### src/rtl/rr_packet_arbiter.sv
// rr_packet_arbiter: round-robin, packet-locked arbiter for one mesh-router
// output port. The winner keeps the grant until its tail flit transfers or
// until it has stalled for TIMEOUT cycles. Every release spends one cycle idle.
module rr_packet_arbiter #(
  parameter  int N       = 5,
  parameter  int TIMEOUT = 16,
  parameter  int CW      = $clog2(TIMEOUT+1),
  localparam int IW      = $clog2(N)
) (
  input  logic          i_clk,
  input  logic          i_reset_n,
  input  logic [N-1:0]  i_req,
  input  logic [N-1:0]  i_tail,
  input  logic          i_out_ready,
  output logic [N-1:0]  o_grant,
  output logic [IW-1:0] o_grant_idx,
  output logic          o_locked,
  output logic          o_xfer,
  output logic          o_timeout
);

  typedef enum logic {S_IDLE, S_LOCKED} state_t;

  state_t                r_state, w_state_nxt;
  logic [N-1:0]          r_grant, w_grant_nxt;
  logic [IW-1:0]         r_idx, w_idx_nxt;
  logic [IW-1:0]         r_ptr, w_ptr_nxt;
  logic [CW-1:0]         r_cnt, w_cnt_nxt;
  logic                  r_timeout, w_timeout_nxt;

  logic [N-1:0][IW-1:0]  w_rot;     // w_rot[k] = (ptr + k) mod N
  logic [N-1:0]          w_hit;     // request seen at rotated slot k
  logic                  w_win_vld;
  logic [IW-1:0]         w_win;
  logic                  w_g_req;
  logic                  w_g_tail;
  logic [IW-1:0]         w_ptr_inc;

  // Rotated search order: slot 0 is the current priority holder.
  for (genvar k = 0; k < N; k++) begin : g_rot
    assign w_rot[k] = (int'(r_ptr) + k >= N) ? IW'(int'(r_ptr) + k - N)
                                             : IW'(int'(r_ptr) + k);
    assign w_hit[k] = i_req[w_rot[k]];
  end

  // Pick the lowest rotated slot with a request; scanning high to low lets
  // the last hit written be the one closest to ptr.
  always_comb begin
    w_win_vld = 1'b0;
    w_win     = '0;
    for (int k = N-1; k >= 0; k--) begin
      if (w_hit[k]) begin
        w_win_vld = 1'b1;
        w_win     = w_rot[k];
      end
    end
  end

  // Grant is one-hot, so masking selects the holder's req/tail without a mux.
  assign w_g_req   = |(r_grant & i_req);
  assign w_g_tail  = |(r_grant & i_tail);
  assign w_ptr_inc = (r_idx == IW'(N-1)) ? '0 : r_idx + 1'b1;

  // Next-state and next-output logic; a release always lands in IDLE.
  always_comb begin
    w_state_nxt   = r_state;
    w_grant_nxt   = r_grant;
    w_idx_nxt     = r_idx;
    w_ptr_nxt     = r_ptr;
    w_cnt_nxt     = r_cnt;
    w_timeout_nxt = 1'b0;
    case (r_state)
      S_IDLE: begin
        if (w_win_vld) begin
          w_state_nxt = S_LOCKED;
          w_grant_nxt = N'(1) << w_win;
          w_idx_nxt   = w_win;
          w_cnt_nxt   = '0;
        end
      end
      S_LOCKED: begin
        if (o_xfer) begin
          w_cnt_nxt = '0;
          if (w_g_tail) begin
            w_state_nxt = S_IDLE;
            w_grant_nxt = '0;
            w_idx_nxt   = '0;
            w_ptr_nxt   = w_ptr_inc;
          end
        end else if (r_cnt == CW'(TIMEOUT-1)) begin
          // Holder stalled too long: drop it and move priority past it.
          w_state_nxt   = S_IDLE;
          w_grant_nxt   = '0;
          w_idx_nxt     = '0;
          w_ptr_nxt     = w_ptr_inc;
          w_cnt_nxt     = '0;
          w_timeout_nxt = 1'b1;
        end else begin
          w_cnt_nxt = r_cnt + 1'b1;
        end
      end
      default: begin
        w_state_nxt = S_IDLE;
        w_grant_nxt = '0;
        w_idx_nxt   = '0;
        w_cnt_nxt   = '0;
      end
    endcase
  end

  // State and output registers; reset abandons any packet in flight.
  always_ff @(posedge i_clk or negedge i_reset_n) begin
    if (!i_reset_n) begin
      r_state   <= S_IDLE;
      r_grant   <= '0;
      r_idx     <= '0;
      r_ptr     <= '0;
      r_cnt     <= '0;
      r_timeout <= 1'b0;
    end else begin
      r_state   <= w_state_nxt;
      r_grant   <= w_grant_nxt;
      r_idx     <= w_idx_nxt;
      r_ptr     <= w_ptr_nxt;
      r_cnt     <= w_cnt_nxt;
      r_timeout <= w_timeout_nxt;
    end
  end

  assign o_grant     = r_grant;
  assign o_grant_idx = r_idx;
  assign o_locked    = (r_state == S_LOCKED);
  assign o_xfer      = w_g_req & i_out_ready;
  assign o_timeout   = r_timeout;

  a_onehot: assert property (@(posedge i_clk) disable iff (!i_reset_n)
    $onehot0(r_grant));
  a_locked: assert property (@(posedge i_clk) disable iff (!i_reset_n)
    o_locked == (r_grant != '0));
  a_tmo: assert property (@(posedge i_clk) disable iff (!i_reset_n)
    r_timeout |-> $past(o_locked));

endmodule

### config.mk
export PLATFORM = sky130hd
export DESIGN_NAME = rr_packet_arbiter
export DESIGN_NICKNAME = d
export VERILOG_FILES = /design/src/rtl/rr_packet_arbiter.sv
export SDC_FILE = /design/constraint.sdc
export NUM_CORES = 1
export LEC_CHECK = 0
export CAP_MARGIN = 25
export CORE_ASPECT_RATIO = 0.6
export CORE_MARGIN = 5
export CORE_UTILIZATION = 48
export DETAILED_ROUTE_END_ITERATION = 8
export PLACE_DENSITY = 0.7
export SLEW_MARGIN = 15
export SYNTH_ARGS = -nofsm -noshare
export SYNTH_HDL_FRONTEND = slang
export SYNTH_SLANG_ARGS = --single-unit
### constraint.sdc
create_clock -name i_clk -period 4.1 [get_ports i_clk]
set_input_delay 1.025 -clock i_clk [delete_from_list [all_inputs] [get_ports i_clk]]
set_output_delay 1.025 -clock i_clk [all_outputs]
set_load 0.05 [all_outputs]
After elaboration in Yosys (flattened, before gate mapping)
Index checks and enable logic that the tools add are counted.
{"block": "classes", "n_addsub": 11, "order_cmp": 10, "eq_ne": 6, "shifts": 1, "n_mux": 51, "n_bitwise": 4, "n_reduce_logical": 5}
{"op": "$mux 3", "n": 18}
{"op": "$mux 5", "n": 7}
{"op": "$lt 3x4->1 const B", "n": 5}
{"op": "$pmux 5 s2", "n": 2}
{"op": "$mux 1", "n": 17}
{"op": "$ge 4x3->1 const B", "n": 4}
{"op": "$bmux 1 s3", "n": 5}
{"op": "$sub 3x3->3 const B", "n": 5}
{"op": "$and 5x5->5", "n": 2}
{"op": "$reduce_or 5->1", "n": 2}
{"op": "$add 3x2->4 const B", "n": 2}
{"op": "$ne 3x2->1 const B", "n": 2}
{"op": "$pmux 3 s2", "n": 1}
{"op": "$reduce_and 3->1", "n": 2}
{"op": "$add 5x1->5 const B", "n": 1}
{"op": "$eq 5x4->1 const B", "n": 1}
{"op": "$shl 1x3->5 const A", "n": 1}
{"op": "$add 3x1->4 const B", "n": 1}
{"op": "$add 3x3->4 const B", "n": 1}
{"op": "$add 3x1->3 const B", "n": 1}
{"op": "$eq 3x3->1 const B", "n": 1}
{"op": "$ge 3x3->1 const B", "n": 1}
{"op": "$ne 2x1->1 const B", "n": 1}
{"op": "$ne 2x2->1 const B", "n": 1}
{"op": "4 further kinds", "n": 4}
{"block": "totals", "register_bits": 18, "input_bits": 13, "out_inout_bits": 11, "word_cells": 94}

Depth between registers and ports, before layout
{"block": "logic_depth", "word_depth": 13, "mapped_depth": 16, "mapped_depth_nobuf": 13}

Least setup slack after synthesis
No wires, ideal clock.
{"block": "synth_timing", "path_type": "input-to-output", "startpoint": "in i_req[2]", "endpoint": "out o_xfer", "arrival_time_ns": 2.744, "required_time_ns": 3.075, "path_slack_ns": 0.331, "stages": 3, "n_path_buf": 1, "path_cell_list": "clkbuf_1 > a22oi_1 > a21boi_0"}
{"block": "synth_via", "elab_chain_len": 3}
{"element": "start, declared", "line_no": "12", "source": "input logic [N-1:0] i_req,"}
{"element": "$and 5x5->5", "line_no": "60", "source": "assign w_g_req = |(r_grant & i_req);"}
{"element": "$reduce_or 5->1", "line_no": "60"}
{"element": "$and 1x1->1", "line_no": "133", "source": "assign o_xfer = w_g_req & i_out_ready;"}
{"element": "end, declared", "line_no": "18", "source": "output logic o_xfer,"}
Every way passes these cells.

Worst setup path in the final report
{"block": "layout_timing", "startpoint": "in i_req[3]", "endpoint": "reg r_grant[2], in the netlist o_grant[2]"}
{"block": "layout_via", "elab_chain_len": 10, "elab_cells_between_ends": 31, "classes_between": "eq/ne: 3; shift: 1; mux: 23; bitwise: 2; reduce/logical: 2"}
{"element": "$bmux 1 s3", "line_no": "43", "source": "assign w_hit[k] = i_req[w_rot[k]];"}
{"element": "$mux 1 (not written as such)", "line_no": "43"}
{"element": "$mux 3 (5 in series)", "line_no": "52", "source": "if (w_hit[k]) begin"}
{"element": "$shl 1x3->5", "line_no": "76", "source": "w_grant_nxt = N'(1) << w_win;"}
{"element": "$mux 5", "line_no": "74", "source": "if (w_win_vld) begin"}
{"element": "$pmux 5 s2", "line_no": "72", "source": "case (r_state)"}
{"element": "end signal, assigned", "line_no": "122", "source": "r_grant <= w_grant_nxt;"}
{"element": "end, declared", "line_no": "25", "source": "logic [N-1:0] r_grant, w_grant_nxt;"}
Several ways; a longest one is shown, not always the timed one. The select of a mux whose other input is x is not followed.
A chain may end at the register's enable or synchronous reset.

==> results.cfg <==
[logic_synthesis]
synthesis.nets = 271
synth_cells = 245
synth_compound_area_share_pct = 29.1
avgSynthCellArea_sq_um = 8.40
yosysWarningCount = 0
synth_ff_type = dfrtp_1
ys_ff_latch = 18
async_flop_share_pct = 100
synthAdderAreaFrac_pct = 8.27
synth-edff-count = 0
synth_xor_xnor_area_share_pct = 1.70
synth.area.top_cells = dfrtp_1, ha_1, nand2_1, mux2i_1, nor2_1
synthDominantCellAreaShare_pct = 21.9
synth_top_family_by_area = compound AO/OA/AOI/OAI gates
yosys.area_share.simple_pct = 24.5
muxShareOfSynthArea_pct = 8.76
synth_top_area_cell = dfrtp_1
seq_area_frac_synth_pct = 21.9
netlist_area_sq_um = 2060
synth_cell_types = 65

[clock_network]
cts_tree = yes
clkTransAtPathRegs_ns = 0.07
ctsHtreeMaxLevel = 1
cts_made_buffers = 3
cts_root_buffer = clkbuf_8
cts_sinks = 18
hold_buffers = 0
clk_latency_ns = 0.25
cts.path.max_buffers = 2
post-cts-setup-buffer-count = 0
ctsResizeCount = 0

[routing]
ant_nets = 0
routed_via_density = 6.05
drtPass1Iterations = 4
wl_per_cell_um = 17.2
dr_total_vias = 1978
drt-initial-drc-count = 174
drc = 0
finalWirelength_um = 5630

[worst_setup_path]
arrival_ns = 3.81
r2r_start = r_ptr[2]$_DFFE_PN0P_
r2r_slack_ns = 0.56
crit_path_start = i_req[3]
path_max_fanout = 11
reg2reg_depth = 10
critPathKind = input pin to flip-flop
crit_path_end_kind = flip-flop
reg2reg_to = o_grant[0]$_DFFE_PN0P_
worstPathRequired_ns = 4.26
start_kind = input pin

[cells_and_area]
diodes = 0
fillers = 381
area_growth_pct = 17.7
drive_gt1_share_pct = 12.0
nNetsFinal = 294

[floorplanning]
die_h_um = 60.7
ios = 24
core_area_sq_um = 4120
dieArea_sq_um = 5740
rows = 18
die_w_um = 94.5
start_util_pct = 49.9

[timing]
hold_viol = 0
fmax_ghz = 0.274
min_period_over_period_pct = 89.0
skew_ns = 0.00243
finalHoldWorstSlack_ns = 0.481
finalSetupViolCount = 0
slew_headroom_pct = 45.5
setup_tns_ns = 0
min_period_ns = 3.65
worst_pin_slew_ns = 0.815
slew_violations = 0
rsz0062_at_grt = no

[hold_path]
holdPathStages = 1
min-delay-start = r_cnt[4]$_DFFE_PN0P_
hold_end = o_timeout$_DFF_PN0_
min_path_type = flip-flop to flip-flop

[power]
irDropWorstVdd_uv = 401
p_leak_uw = 0.00105
power_density_nw_per_um2 = 896

[grt]
grt_overflow = 0
grt_pass1_wl_um = 9340
grt_usage_pct = 21.0
grt_pass1_vias = 1814
grt_max_degree = 23
grt_antenna_before_repair = 0

[placed_design]
portBuffers = 23
dpl.hpwl_um = 4470
gp_congestion = 0.968

[job]
drv_cap = 0

[outcome]
status = finished clean
[cell families (layout without fill, tap and decap cells)]
family                     after synthesis  in the layout
muxes                                   14             14
buffers and inverters                   26             48
AOI/OAI and AO/OA                       75             75
xor gates and xnor gates                 4              4
DFF                                     18             18
adders and majority gates               13             13
and+or+nand+nor                         95             95
[metal layers]
| metal | share of wire, % | GRT usage [%] |
|---|---|---|
| met3 | 10 | 7.31 |
| met5 | 0 | 0 |
| met2 | 39 | 28.2 |
| met4 | 0 | 0.616 |
| met1 | 51 | 33.3 |
[cells in the mapped netlist, drive strengths merged, types with 2 or more instances]
master and n:
nand2 25, nor2 20, dfrtp 18, ha 12
inv 12, o21ai 12, a21oi 11, nand3 10
a21o 9, buf 9, mux2i 9, nand2b 9
nor2b 6, clkbuf 5, nor3 5, a211oi 4
a22o 4, a31oi 4, nor4 4, xnor2 4
a22oi 3, a32o 3, mux4 3, nand4 3
or3 3, a211o 2, a222oi 2, a31o 2
and3 2, mux2 2, o211a 2, o211ai 2
o32ai 2, o41ai 2, or3b 2
[layout by cell type, fill, tap and decap left out, types with 5 or more instances in the layout]
| master | synthesis | routed |
|---|---|---|
| buf_4 | 0 | 9 |
| clkdlybuf4s50_1 | 0 | 22 |
| dfrtp_1 | 18 | 18 |
| nand3_1 | 10 | 10 |
| ha_1 | 12 | 12 |
| nand2b_1 | 9 | 9 |
| a21o_1 | 8 | 8 |
| nor2_1 | 20 | 20 |
| nand2_1 | 25 | 25 |
| nor2b_1 | 6 | 6 |
| mux2i_1 | 9 | 9 |
| a21oi_1 | 11 | 11 |
| inv_1 | 12 | 12 |
| o21ai_0 | 9 | 9 |
| nor3_1 | 5 | 5 |
[worst max path at each step]
stage | end
after CTS | o_grant[2]$_DFFE_PN0P_
final | o_grant[2]$_DFFE_PN0P_
after floorplan | o_xfer
after global placement | o_grant[2]$_DFFE_PN0P_
after detailed placement | o_grant_idx[1]$_DFFE_PN0P_
after global routing | o_grant[2]$_DFFE_PN0P_
[registers in the layout, indices dropped and copies added (netlist names)]
| name | flops |
|---|---|
| o_grant | 5 |
| r_cnt | 5 |
| o_grant_idx | 3 |
| r_ptr | 3 |
| o_locked | 1 |
| o_timeout | 1 |
[cell type report]
class | instances | area, sq um | share of cell area [%]
multi-input combinational | 201 | 1490 | 61.4
sequential | 18 | 450 | 18.6
tap | 60 | 75.1 | 3.10
timing repair buffer | 32 | 308 | 12.7
clock buffer | 4 | 55.1 | 2.27
inverter | 12 | 45.0 | 1.86
[worst max-delay path, cell delays in order]
cell and delay [ns]:
clkdlybuf4s50_1 0.60, mux4_2 0.53, mux2i_1 0.14, nor2_1 0.10, or3_4 0.41, nor4_2 0.31, and4_1 0.40, a21o_4 0.18
nand2_1 0.06, o31ai_1 0.06
[through the flow]
stage / area [sq um] / std cells / setup slack, ns / util (%) / total power [uW]
6_report: 2420 / 327 / 0.449 / 58.7 / 2170
5_1_grt: 2420 / 327 / 0.190 / 58.7 / 2340
4_1_cts: 2420 / 327 / 0.491 / 58.7 / 2140
3_5_place_dp: 2370 / 323 / 0.213 / 57.4 / 1990
3_3_place_gp: 2370 / 323 / 0.318 / 57.4 / 1980
2_1_floorplan: 2060 / 245 / 0.331 / - / 1580
[where the power goes]
part | total, uW | switching (uW) | leakage [uW] | internal (uW)
logic | 1720 | 1020 | 0.000790 | 700
registers | 304 | 68.1 | 0.000235 | 235
clock network | 146 | 60.2 | 0.0000288 | 85.4
No activity file was read; power rests on OpenSTA's default activity.
